===== config.mk =====
export PLATFORM = sky130hd
export DESIGN_NAME = nv_nvdla_cmac_layer_ctrl
export DESIGN_NICKNAME = d
export VERILOG_FILES = /design/src/rtl/nv_nvdla_cmac_pkg.sv /design/src/rtl/nv_nvdla_cmac_slcg_en.sv /design/src/rtl/nv_nvdla_cmac_layer_ctrl.sv
export SDC_FILE = /design/constraint.sdc
export NUM_CORES = 1
export LEC_CHECK = 0
export CAP_MARGIN = 5
export CORE_MARGIN = 10
export CORE_UTILIZATION = 53
export DETAILED_ROUTE_END_ITERATION = 10
export GPL_TIMING_DRIVEN = 0
export PLACE_DENSITY = 0.95
export SLEW_MARGIN = 20
export SYNTH_ARGS = -nofsm -noshare
export SYNTH_HDL_FRONTEND = slang
export SYNTH_SLANG_ARGS = --single-unit

===== constraint.sdc =====
create_clock -name nvdla_core_clk -period 4.55 [get_ports nvdla_core_clk]
set_input_delay 1.1375 -clock nvdla_core_clk [delete_from_list [all_inputs] [get_ports nvdla_core_clk]]
set_output_delay 1.1375 -clock nvdla_core_clk [all_outputs]
set_load 0.005 [all_outputs]

===== src/rtl/nv_nvdla_cmac_pkg.sv =====
// ---------------------------------------------------------------------------
// nv_nvdla_cmac_pkg
// Shared definitions for the CMAC layer controller: sequencer state
// encoding, packet-info bit positions and the default MAC pipeline depth.
// ---------------------------------------------------------------------------
package nv_nvdla_cmac_pkg;

  typedef enum logic [2:0] {
    ST_IDLE   = 3'd0,
    ST_ACTIVE = 3'd1,
    ST_DRAIN  = 3'd2,
    ST_DONE   = 3'd3,
    ST_HOLD   = 3'd4
  } cmac_ctrl_state_e;

  localparam int PD_W            = 9;
  localparam int PD_STRIPE_END   = 7;
  localparam int PD_LAYER_END    = 8;
  localparam int MAC_LATENCY_DFLT = 7;

endpackage


===== src/rtl/nv_nvdla_cmac_slcg_en.sv =====
// ---------------------------------------------------------------------------
// nv_nvdla_cmac_slcg_en
// Owns the MAC-cell clock-enable: the layer enable bit, the post-done HOLD
// counter and the registered override OR that drives slcg_op_en.
//
// Ports:
//   nvdla_core_clk / nvdla_core_rstn : clock, async active-low reset
//   en_set_i      : layer armed, raise the enable
//   en_clr_i      : layer aborted, drop the enable
//   hold_load_i   : sequencer in DONE, load the hold counter
//   hold_run_i    : sequencer in HOLD, count down
//   clk_ovr_i     : any clock override / gating-disable active
//   hold_expire_o : last HOLD cycle, sequencer returns to IDLE
//   slcg_op_en_o  : per-domain clock enable (registered)
// ---------------------------------------------------------------------------
module nv_nvdla_cmac_slcg_en #(
  parameter int SLCG_NUM  = 3,
  parameter int SLCG_HOLD = 4
) (
  input  logic                nvdla_core_clk,
  input  logic                nvdla_core_rstn,
  input  logic                en_set_i,
  input  logic                en_clr_i,
  input  logic                hold_load_i,
  input  logic                hold_run_i,
  input  logic                clk_ovr_i,
  output logic                hold_expire_o,
  output logic [SLCG_NUM-1:0] slcg_op_en_o
);

  localparam int HOLD_W = (SLCG_HOLD < 1) ? 1 : $clog2(SLCG_HOLD + 1);

  logic              en_q, en_d;
  logic [HOLD_W-1:0] hold_cnt_q, hold_cnt_d;
  logic [SLCG_NUM-1:0] slcg_q;

  // The counter reaches zero on the same edge that releases the enable, so
  // the domains stay clocked for SLCG_HOLD cycles after the done cycle.
  assign hold_expire_o = hold_run_i && (hold_cnt_q <= HOLD_W'(1));

  // NOTE: every combinational output gets a default first, so no path
  // through the block leaves it unassigned and no latch is inferred.
  always_comb begin
    en_d       = en_q;
    hold_cnt_d = hold_cnt_q;
    if (en_set_i)                        en_d = 1'b1;
    else if (en_clr_i || hold_expire_o)  en_d = 1'b0;
    if (hold_load_i)                     hold_cnt_d = HOLD_W'(SLCG_HOLD);
    else if (hold_run_i && hold_cnt_q != '0) hold_cnt_d = hold_cnt_q - HOLD_W'(1);
  end

  // NOTE: sequential state is updated with non-blocking assignments so all
  // flops sample their inputs from the same pre-edge values.
  always_ff @(posedge nvdla_core_clk or negedge nvdla_core_rstn) begin
    if (!nvdla_core_rstn) begin
      en_q       <= 1'b0;
      hold_cnt_q <= '0;
      slcg_q     <= '0;
    end else begin
      en_q       <= en_d;
      hold_cnt_q <= hold_cnt_d;
      // Next-state enable feeds the output flop directly: one register from
      // arm/override inputs to the gating cells.
      slcg_q     <= {SLCG_NUM{en_d}} | {SLCG_NUM{clk_ovr_i}};
    end
  end

  assign slcg_op_en_o = slcg_q;

endmodule


===== src/rtl/nv_nvdla_cmac_layer_ctrl.sv =====
// ---------------------------------------------------------------------------
// nv_nvdla_cmac_layer_ctrl
// Per-layer sequencer for the convolution MAC array. Arms on an op_en
// rising edge, qualifies packets while ACTIVE, counts stripes, waits for the
// MAC pipeline to drain, pulses dp2reg_done and releases the SLCG enables.
//
// Optional feature (macro NVDLA_CMAC_PERF_EN): perf_active_cyc and
// perf_idle_beat performance counters.
//
// Ports:
//   nvdla_core_clk / nvdla_core_rstn : clock, async active-low reset
//   reg2dp_op_en       : layer enable level from register block
//   reg2dp_conv_mode   : 0=direct, 1=winograd, sampled at arm
//   sc2mac_dat_pvld/pd : packet valid / info ([7]=stripe_end, [8]=layer_end)
//   *_clk_ovr_on_sync, tmc2slcg_disable_clock_gating : clock overrides
//   dat_pvld_qual      : pvld gated by ACTIVE
//   conv_mode_lat      : conv mode latched at arm
//   slcg_op_en         : per-domain clock enable
//   dp2reg_done        : one-cycle layer-done pulse
//   stripe_cnt         : stripes completed in this layer (saturating)
//   busy               : sequencer not IDLE
// ---------------------------------------------------------------------------
module nv_nvdla_cmac_layer_ctrl
  import nv_nvdla_cmac_pkg::*;
#(
  parameter int MAC_LATENCY  = MAC_LATENCY_DFLT,
  parameter int SLCG_NUM     = 3,
  parameter int SLCG_HOLD    = 4,
  parameter int STRIPE_CNT_W = 16
) (
  input  logic                    nvdla_core_clk,
  input  logic                    nvdla_core_rstn,
  input  logic                    reg2dp_op_en,
  input  logic                    reg2dp_conv_mode,
  input  logic                    sc2mac_dat_pvld,
  input  logic [PD_W-1:0]         sc2mac_dat_pd,
  input  logic                    dla_clk_ovr_on_sync,
  input  logic                    global_clk_ovr_on_sync,
  input  logic                    tmc2slcg_disable_clock_gating,
  output logic                    dat_pvld_qual,
  output logic                    conv_mode_lat,
  output logic [SLCG_NUM-1:0]     slcg_op_en,
  output logic                    dp2reg_done,
  output logic [STRIPE_CNT_W-1:0] stripe_cnt,
  output logic                    busy
`ifdef NVDLA_CMAC_PERF_EN
  ,
  output logic [31:0]             perf_active_cyc,
  output logic [31:0]             perf_idle_beat
`endif
);

  localparam int DRAIN_W = 4;

  cmac_ctrl_state_e          state_q, state_d;
  logic                      op_en_d_q;
  logic                      conv_mode_q;
  logic [STRIPE_CNT_W-1:0]   stripe_cnt_q, stripe_cnt_d;
  logic [DRAIN_W-1:0]        drain_cnt_q, drain_cnt_d;
  logic                      hold_expire;

  logic arm, arm_go, abort, in_active, in_drain;
  logic stripe_hit, layer_hit;
  logic unused_pd;

  assign arm        = reg2dp_op_en & ~op_en_d_q;
  assign in_active  = (state_q == ST_ACTIVE);
  assign in_drain   = (state_q == ST_DRAIN);
  assign arm_go     = (state_q == ST_IDLE) & arm;
  assign abort      = (in_active | in_drain) & ~reg2dp_op_en;
  // A layer_end beat closes its stripe too, even without the stripe_end bit.
  assign stripe_hit = in_active & sc2mac_dat_pvld &
                      (sc2mac_dat_pd[PD_STRIPE_END] | sc2mac_dat_pd[PD_LAYER_END]);
  assign layer_hit  = in_active & sc2mac_dat_pvld & sc2mac_dat_pd[PD_LAYER_END];
  assign unused_pd  = ^sc2mac_dat_pd[PD_STRIPE_END-1:0];

  // ---- FSM: state register ----
  always_ff @(posedge nvdla_core_clk or negedge nvdla_core_rstn) begin
    if (!nvdla_core_rstn) state_q <= ST_IDLE;
    else                  state_q <= state_d;
  end

  // ---- FSM: next state ----
  always_comb begin
    state_d = state_q;
    unique case (state_q)
      ST_IDLE:   if (arm)                          state_d = ST_ACTIVE;
      ST_ACTIVE: if (!reg2dp_op_en)                state_d = ST_IDLE;
                 else if (layer_hit)               state_d = ST_DRAIN;
      ST_DRAIN:  if (!reg2dp_op_en)                state_d = ST_IDLE;
                 else if (drain_cnt_q <= DRAIN_W'(1)) state_d = ST_DONE;
      ST_DONE:                                     state_d = ST_HOLD;
      ST_HOLD:   if (hold_expire)                  state_d = ST_IDLE;
      default:                                     state_d = ST_IDLE;
    endcase
  end

  // ---- FSM: outputs ----
  always_comb begin
    dat_pvld_qual = in_active & sc2mac_dat_pvld;
    dp2reg_done   = (state_q == ST_DONE);
    busy          = (state_q != ST_IDLE);
  end

  // ---- Layer datapath ----
  always_comb begin
    stripe_cnt_d = stripe_cnt_q;
    drain_cnt_d  = drain_cnt_q;
    if (arm_go)                                     stripe_cnt_d = '0;
    else if (stripe_hit && stripe_cnt_q != '1)      stripe_cnt_d = stripe_cnt_q + 1'b1;
    if (layer_hit)                                  drain_cnt_d = DRAIN_W'(MAC_LATENCY);
    else if (in_drain && drain_cnt_q != '0)         drain_cnt_d = drain_cnt_q - DRAIN_W'(1);
  end

  always_ff @(posedge nvdla_core_clk or negedge nvdla_core_rstn) begin
    if (!nvdla_core_rstn) begin
      op_en_d_q    <= 1'b0;
      conv_mode_q  <= 1'b0;
      stripe_cnt_q <= '0;
      drain_cnt_q  <= '0;
    end else begin
      op_en_d_q    <= reg2dp_op_en;
      if (arm_go) conv_mode_q <= reg2dp_conv_mode;
      stripe_cnt_q <= stripe_cnt_d;
      drain_cnt_q  <= drain_cnt_d;
    end
  end

  assign conv_mode_lat = conv_mode_q;
  assign stripe_cnt    = stripe_cnt_q;

  // ---- Clock-enable domain control ----
  nv_nvdla_cmac_slcg_en #(
    .SLCG_NUM  (SLCG_NUM),
    .SLCG_HOLD (SLCG_HOLD)
  ) u_slcg_en (
    .nvdla_core_clk  (nvdla_core_clk),
    .nvdla_core_rstn (nvdla_core_rstn),
    .en_set_i        (arm_go),
    .en_clr_i        (abort),
    .hold_load_i     (state_q == ST_DONE),
    .hold_run_i      (state_q == ST_HOLD),
    .clk_ovr_i       (dla_clk_ovr_on_sync | global_clk_ovr_on_sync |
                      tmc2slcg_disable_clock_gating),
    .hold_expire_o   (hold_expire),
    .slcg_op_en_o    (slcg_op_en)
  );

`ifdef NVDLA_CMAC_PERF_EN
  // Counters restart on arm and otherwise hold, so values survive past done.
  logic [31:0] perf_active_q, perf_idle_q;

  always_ff @(posedge nvdla_core_clk or negedge nvdla_core_rstn) begin
    if (!nvdla_core_rstn) begin
      perf_active_q <= '0;
      perf_idle_q   <= '0;
    end else if (arm_go) begin
      perf_active_q <= '0;
      perf_idle_q   <= '0;
    end else if (in_active) begin
      if (perf_active_q != '1)                   perf_active_q <= perf_active_q + 32'd1;
      if (!sc2mac_dat_pvld && perf_idle_q != '1) perf_idle_q   <= perf_idle_q + 32'd1;
    end
  end

  assign perf_active_cyc = perf_active_q;
  assign perf_idle_beat  = perf_idle_q;
`endif

endmodule

== After elaboration in Yosys (flattened, before gate mapping) ==
Cells that the tools add are included.
Storage, ports and cells
  bits in registers: 32
  input port bits: 17
  output and inout bits: 23
  logic and storage cells: 63
Operators by class
  $add $sub $neg: 3
  magnitude comparators: 2
  equality and inequality tests: 9
  muxes and demuxes: 15
  bitwise gates (word level): 13
  reduce and logical (&&, ||, !) cells: 13
Operators by type and width (count)
  2-to-1 mux 16 bit: 2
  2-to-1 mux 3 bit: 8
  adder 16 x 1 -> 16 bit (second input constant): 1
  inequality test 16 bit (second input constant): 1
  case mux 3 bit (5 select lines): 1
  2-to-1 mux 4 bit: 2
  bitwise AND 1 bit: 6
  equality test 3 x 2 -> 1 bit (second input constant): 2
  inequality test 3 x 2 -> 1 bit (second input constant): 2
  nonzero test 2 bit: 3
  nonzero test 3 bit: 2
  <= comparator 4 x 1 -> 1 bit (second input constant): 1
  logical AND 1 bit: 4
  inequality test 2 bit (second input constant): 2
  OR 1 bit: 4
  AND reduction 4 bit: 1
  nonzero test 4 bit: 1
  subtractor 4 x 1 -> 4 bit (second input constant): 1
  equality test 3 x 1 -> 1 bit (second input constant): 1
  equality test 3 bit (second input constant): 1
  <= comparator 3 x 1 -> 1 bit (second input constant): 1
  logical NOT 3 bit: 1
  OR 3 bit: 1
  subtractor 3 x 1 -> 3 bit (second input constant): 1
  3 further kinds: 5

== Depth between registers and ports, before layout ==
Gate-level depths: netlist of run 1.
  word-level depth: 7
  gate-level depth with buffers: 7
  mapped depth without buffers: 7

== By module ==
Synthesis of run 1 repeated with hierarchy kept, for this count alone.
Second synthesis, totals
  cell total of the unflattened synthesis: 182
  area, all modules: 1825.5 µm²
Modules (own cells, without submodules)
  nv_nvdla_cmac_layer_ctrl: instances 1, cells an instance 154, area an instance 1531.5 µm², seq. area each 625.6 µm²
  nv_nvdla_cmac_slcg_en: instances 1, cells an instance 28, area an instance 294.0 µm², seq. area each 125.1 µm²

== Worst setup path before layout of run 1 ==
Ideal clock, no wire load.
  path kind: input -> output
  from: in sc2mac_dat_pvld
  to: out dat_pvld_qual
  arrival time: 1.407 ns
  data required time: 3.413 ns
  slack: 2.006 ns
  cell stages on the path: 1
  path buffers: 0
  path through: and4bb_2
Between the ends
  cells in the longest elaborated chain, start to end: 1
RTL lines
  start, declared: line nv_nvdla_cmac_layer_ctrl.sv:35  | input logic sc2mac_dat_pvld,
  bitwise AND 1 bit: line nv_nvdla_cmac_layer_ctrl.sv:100  | dat_pvld_qual = in_active & sc2mac_dat_pvld;
  end, declared: line nv_nvdla_cmac_layer_ctrl.sv:40  | output logic dat_pvld_qual,
No other way between the ends.

== Final worst setup path of run 1 ==
Same ends and word-level chain as after synthesis.

==> results of run 1 <==
==> per-layer routing <==
metal  global-route usage  share of wire  vias up
met5                    0              0        -
met3               0.0664          0.090        8
li1                     -              -      722
met4               0.0584          0.018        0
met2                0.203           0.45       48
met1                0.165           0.44      690
==> final cells by class <==
class / instances / share of cell area
buffer: 8 / 0.0307
clock buffer: 7 / 0.0255
clock inverter: 1 / 0.00232
inverter: 7 / 0.0122
multi-input combinational: 136 / 0.410
sequential: 30 / 0.348
tap: 44 / 0.0255
timing repair buffer: 32 / 0.146
==> worst min-delay path, stage by stage, from the launching register on <==
cell and delay [ns]:
dfrtp_1 0.36, nand2_1 0.05, nand2_1 0.05
==> cell usage after synthesis (all sizes together) (3+ instances only) <==
cell type,number
nand2b,6
nand2,25
dfrtp,30
xnor2,6
buf,6
nand3,9
o31ai,3
nor2,14
mux2i,3
nand4,4
nor3,5
inv,7
a21oi,5
ha,7
o21ai,14
and3,3
==> layout by cell type, fill, tap and decap left out, drive strengths merged, types with 2 or more instances in the layout <==
cell / instances
nor2: 14
nand3: 9
xnor2: 6
inv: 7
and4: 2
o21a: 2
a21oi: 5
nand2: 25
ha: 7
nand2b: 6
o31ai: 3
mux2i: 3
and2: 2
o21ai: 14
or3: 2
or4: 2
and3: 3
dfrtp: 30
nand4: 4
nor2b: 2
nor3: 5
o211ai: 2
clkdlybuf4s50: 31
clkbuf: 9
nor4: 2
a221oi: 2
buf: 7
and4bb: 2
==> cells by family (layout without fill, tap and decap cells) <==
kind of cell,after synthesis,count (layout)
AO/OA/AOI/OAI,36,36
XOR/XNOR,6,6
adder cells (fa/ha/maj),7,7
buffers and inverters,15,55
flip-flops,30,30
multiplexers,3,3
AND/OR/NAND/NOR,84,84
==> worst paths after layout <==
path / startpoint / end / slack, ns / cells after the start
min in group asynchronous: nvdla_core_rstn / state_q[0] / 0.82 / 1
max in group asynchronous: nvdla_core_rstn / stripe_cnt[15] / 3.29 / 1
hold reg to reg: conv_mode_lat / conv_mode_lat / 0.48 / 2
setup reg to reg: stripe_cnt[5] / stripe_cnt[15] / 2.56 / 5
hold / removal: conv_mode_lat / conv_mode_lat / 0.48 / 2
setup / recovery: sc2mac_dat_pvld / dat_pvld_qual / 0.92 / 3
==> sequential cells by signal (all words and copies together) (netlist names) <==
signal                  count
stripe_cnt                 16
op_en_d_q                   1
u_slcg_en.hold_cnt_q        3
drain_cnt_q                 4
u_slcg_en.en_q              1
u_slcg_en.slcg_op_en_o      1
conv_mode_lat               1
state_q                     3
==> stage by stage <==
step | hold slack, ns | utilization
detailed placement | 0.468 | 0.682
global route | 0.539 | 0.701
global placement | 0.457 | 0.683
CTS | 0.489 | 0.701
finish | 0.484 | 0.701
floorplan | 0.466 | -
==> power by group through the flow <==
stage | clock network (mW) | logic (mW) | registers, mW
after global placement | 0 | 0.181 | 0.341
after detailed placement | 0 | 0.194 | 0.341
after CTS | 0.173 | 0.195 | 0.337
final | 0.168 | 0.192 | 0.337
after global routing | 0.185 | 0.221 | 0.343
after floorplan | 0 | 0.124 | 0.336
==> metrics.yaml, run 1 <==
power:
  p_leak_nw: 0.927
  power_uw: 697
  seq_power_share: 0.484
  clkPwrFrac: 0.241
  intPower_uw: 474
  switching_share: 0.319
  vdd_drop_max_mv: 0.252
  p_comb_frac: 0.276
  p_sw_uw: 222
  power_density_nw_per_um2: 323
worst_setup_path:
  critPathArrivalTime_ns: 2.50
  cp_top_family: "buffers and inverters"
  cp.required_ns: 3.41
  cp-start-kind: "input port"
  critical_path.cell_chain: "clkdlybuf4s50_1, and4bb_2, clkdlybuf4s50_1"
  worst-path-buf-inv: 2
  critPathKind: "input port to output port"
  max_stage_delay_ns: 0.53
  timing.critical_path.mode_cell: "clkdlybuf4s50_1"
  endpoint_kind: "output port"
  crit_fanout: 5
  critPathSlowestCell: "clkdlybuf4s50_1"
clock_network:
  cts.sinks: 30
  clk_pin_slew_ns: 0.09
  clock_path_buffers: 2
  htree_levels: 2
  numCtsBuffers: 5
  clk_latency_ns: 0.34
  cts.hold.buffers_added: 0
  root_buffer: "clkbuf_4"
  ctsResizeCount: 0
  cts_tree: "done"
  post_cts_buffers: 0
final_layout:
  area_delta_synth_final_pct: 24.9
  diodes: 0
  fin_cells: 265
  fill_cells: 247
  nets: 244
  seq_area_sq_um: 751
  drive_above_1_share: 0.131
  multi_input_area_sq_um: 885
  finalInstanceArea_sq_um: 2160
floorplanning:
  num_io_pins: 40
  core-area_sq_um: 3080
  die_y_microns: 77.1
  num_rows: 20
  dieArea_sq_um: 5940
  start_util: 0.561
  die_w_microns: 77.1
yosys:
  yosys.area_share.simple: 0.274
  ys_ff_latch: 30
  ys_seq_area_frac: 0.434
  synth_top_area_share: 0.434
  synth_compound_area_frac: 0.140
  synthAdderAreaFrac: 0.0507
  yosysWarnings: 0
  synth_mux_area_frac: 0.0174
  synth.distinct_cells: 48
  async_reset_ff_frac: 1.00
  synth_cells: 181
  syn_area_sq_um: 1730
  yosys.area.top_type: "dfrtp_1"
  synth_xor_area_frac: 0.0304
  postSynthAreaPerCell_sq_um: 9.55
  synth_top_family_by_area: "simple AND/OR/NAND/NOR gates"
  synth_area_leaders: "dfrtp_1 43%, nand2_1 5.4%, ha_1 5.1%"
  ys.flop_type: "dfrtp_1"
  synth_edf_count: 0
  synth_nets: 205
placement:
  dp_cells: 257
  hpwlAfterDp_microns: 2890
  numPortBuffers: 32
  pre_cts_ws_ns: 0.911
  gp_congestion: 0.782
  dpl_cell_area_sq_um: 2100
timing:
  finalCritPeriodShare: 0.798
  slew-limit-headroom: 0.392
  finalSetupViolCount: 0
  final.setup.tns_ns: 0
  hold_viol_final: 0
  finalMaxSlewViolations: 0
  skew_ns: 0.0126
  fmax_mhz: 275
  final.setup.worst_slack_ns: 0.917
  grt_setup_unrepaired: "no"
  post-route-min-period_ns: 3.63
  tightest_slew_ns: 0.904
run_status:
  status: "completed"
drt:
  num_vias: 1468
  firstDrtPassIters: 4
  totalWireLength_microns: 3910
  ant_nets: 0
  drt-initial-drc-count: 130
  wl_per_cell_microns: 14.8
  viasPerCell: 5.54
  post-route-drc-count: 0
run:
  maxCapViolations: 0
grt:
  antenna_found_initial: 0
  gr-total-overflow: 0
  track_usage: 0.137
  grt_pass1_vias: 1471
  grt_pass1_wl_microns: 6730
  grt_max_degree: 31
worst_hold_path:
  min_path_type: "flop to flop"
Note: power is estimated with default switching activity, not from simulation.
==> run 2, diff against run 1 <==
Settings changed: CORE_UTILIZATION 53 to 45, PLACE_DENSITY 0.95 to 0.88.
Clock period 4.55 ns to 3.3 ns, I/O delays scaled along.
==> metrics.yaml, run 2 (same netlist as run 1, synthesis figures left out) <==
worst_setup_path:
  timing.critical_path.mode_cell: "clkdlybuf4s50_1"  # unchanged
  max_stage_delay_ns: 0.52  # was 0.53 ns
  r2r-end: "stripe_cnt[15]"  # unchanged
  critPathSlowestCell: "clkdlybuf4s50_1"  # unchanged
  crit_fanout: 5  # unchanged
  endpoint_kind: "output port"  # unchanged
  worstSetupEndpoint: "dat_pvld_qual"  # unchanged
  startpoint: "sc2mac_dat_pvld"  # unchanged
  critical_path.cell_chain: "clkdlybuf4s50_1, and4bb_2, clkdlybuf4s50_1"  # unchanged
  r2r_start: "stripe_cnt[0]"  # was stripe_cnt[5]
  cp-start-kind: "input port"  # unchanged
  critPathKind: "input port to output port"  # unchanged
  r2r_setup_slack_ns: 1.31  # was 2.56 ns
  critPathArrivalTime_ns: 2.17  # was 2.50 ns
  cp.required_ns: 2.47  # was 3.41 ns
  r2r_cells: 7  # was 5
drt:
  ant_nets: 0  # unchanged
  totalWireLength_microns: 3950  # was 3910 microns
  num_vias: 1479  # was 1468
  viasPerCell: 5.54  # about the same
  post-route-drc-count: 0  # unchanged
  wl_per_cell_microns: 14.8  # about the same
  firstDrtPassIters: 5  # was 4
  drt-initial-drc-count: 107  # was 130
timing:
  slew-limit-headroom: 0.426  # was 0.392
  skew_ns: 0.00562  # was 0.0126 ns
  finalCritPeriodShare: 0.909
  final.setup.worst_slack_ns: 0.300  # was 0.917 ns
  finalMaxSlewViolations: 0  # unchanged
  finalSetupViolCount: 0  # unchanged
  tightest_slew_ns: 0.853  # was 0.904 ns
  post-route-min-period_ns: 3.00
  grt_setup_unrepaired: "no"  # unchanged
  final.setup.tns_ns: 0  # unchanged
  fmax_mhz: 333
  hold_viol_final: 0  # unchanged
power:
  seq_power_share: 0.453  # was 0.484
  clkPwrFrac: 0.285  # was 0.241
  switching_share: 0.307  # was 0.319
  p_comb_frac: 0.262  # was 0.276
  p_leak_nw: 0.935  # was 0.927 nW
  power_density_nw_per_um2: 471  # was 323 nW/um^2
  p_sw_uw: 317  # was 222 uW
  intPower_uw: 714  # was 474 uW
  vdd_drop_max_mv: 0.249  # was 0.252 mV
floorplanning:
  core-area_sq_um: 3690  # was 3080 sq um
  num_rows: 22  # was 20
  num_io_pins: 40  # unchanged
  die_y_microns: 82.0  # was 77.1 microns
  dieArea_sq_um: 6720  # was 5940 sq um
  start_util: 0.468  # was 0.561
  die_w_microns: 82.0  # was 77.1 microns
final_layout:
  fill_cells: 329  # was 247
  largest_reg_flops: 16  # unchanged
  final_common_cell: "clkdlybuf4s50_1"  # unchanged
  nets: 244  # unchanged
  multi_input_area_sq_um: 885  # unchanged
  drive_above_1_share: 0.128  # was 0.131
  diodes: 0  # unchanged
  final_cell_mix: "31 x clkdlybuf4s50_1, 30 x dfrtp_1, 25 x nand2_1, 13 x nor2_1, 13 x o21ai_0"  # unchanged
  area_delta_synth_final_pct: 26.5  # was 24.9%
  seq_area_sq_um: 751  # unchanged
grt:
  gr-total-overflow: 0  # unchanged
  track_usage: 0.124  # was 0.137
  gr-usage-met3: 0.0677  # was 0.0664
  antenna_found_initial: 0  # unchanged
  grt_max_degree: 31  # unchanged
  grt_pass1_vias: 1368  # was 1471
  gr-usage-met2: 0.194  # was 0.203
  grt_pass1_wl_microns: 6400  # was 6730 microns
  gr-usage-met1: 0.139  # was 0.165
  grt_busiest_layer: "met2"  # unchanged
placement:
  numPortBuffers: 32  # unchanged
  pre_cts_ws_ns: 0.284  # was 0.911 ns
  gp_congestion: 0.816  # was 0.782
  hpwlAfterDp_microns: 2950  # was 2890 microns
clock_network:
  ctsResizeCount: 0  # unchanged
  clk_latency_ns: 0.29  # was 0.34 ns
  numCtsBuffers: 5  # unchanged
  cts.hold.buffers_added: 0  # unchanged
  root_buffer: "clkbuf_8"  # was clkbuf_4
  post_cts_buffers: 0  # unchanged
  clk_pin_slew_ns: 0.05  # was 0.09 ns
  htree_levels: 2  # unchanged
  clock_path_buffers: 2  # unchanged
  cts_tree: "done"  # unchanged
  cts.sinks: 30  # unchanged
run_status:
  status: "completed"  # unchanged
worst_hold_path:
  min_path_type: "flop to flop"  # unchanged
run:
  maxCapViolations: 0  # unchanged
==> run 2: changes by cell type in the layout (fill, tap and decap cells not counted) <==
| cell | previous run | this run |
|---|---|---|
| clkbuf_1 | 1 | 0 |
| clkinv_2 | 1 | 0 |
| clkbuf_8 | 1 | 6 |
| clkbuf_4 | 5 | 0 |
==> run 2: power by group through the flow <==
stage          logic [mW]  registers (mW)  clock network [mW]
2_1_floorplan       0.171           0.463                   0
3_3_place_gp        0.250           0.469                   0
3_5_place_dp        0.272           0.471                   0
4_1_cts             0.273           0.466               0.301
5_1_grt             0.303           0.476               0.322
6_report            0.270           0.467               0.293
==> run 2: layer usage <==
metal	wire [microns]	part of all wire
met3	362	0.092
met2	1830	0.46
met5	0	0
met1	1700	0.43
met4	57	0.014
==> run 2: how the worst min path moves through the flow <==
stage / startpoint / to / cells after the start
4_1_cts: conv_mode_lat / conv_mode_lat / 2
5_1_grt: conv_mode_lat / conv_mode_lat / 2
3_3_place_gp: conv_mode_lat / conv_mode_lat / 2
3_5_place_dp: conv_mode_lat / conv_mode_lat / 2
2_1_floorplan: conv_mode_lat / conv_mode_lat / 2
6_report: conv_mode_lat / conv_mode_lat / 2
==> run 2: stage by stage <==
step / hold WS [ns] / cells / power [mW] / cell area, sq um / utilization
global placement: 0.459 / 261 / 0.720 / 2110 / 0.572
finish: 0.483 / 267 / 1.03 / 2190 / 0.593
global route: 0.524 / 267 / 1.10 / 2190 / 0.593
floorplan: 0.466 / 181 / 0.635 / 1730 / -
CTS: 0.492 / 267 / 1.04 / 2190 / 0.593
detailed placement: 0.480 / 261 / 0.743 / 2100 / 0.570
==> run 2: area by class of cell <==
class / instances / share of cell area
timing repair buffer: 32 / 0.144
clock buffer: 6 / 0.0378
multi-input combinational: 136 / 0.405
inverter: 7 / 0.0120
tap: 48 / 0.0275
buffer: 8 / 0.0303
sequential: 30 / 0.343
==> run 2: worst max-delay path: cells and delay by family <==
family,cells,cell delay [ns]
AND/OR/NAND/NOR,1,0.32
buffers and inverters,2,1.03
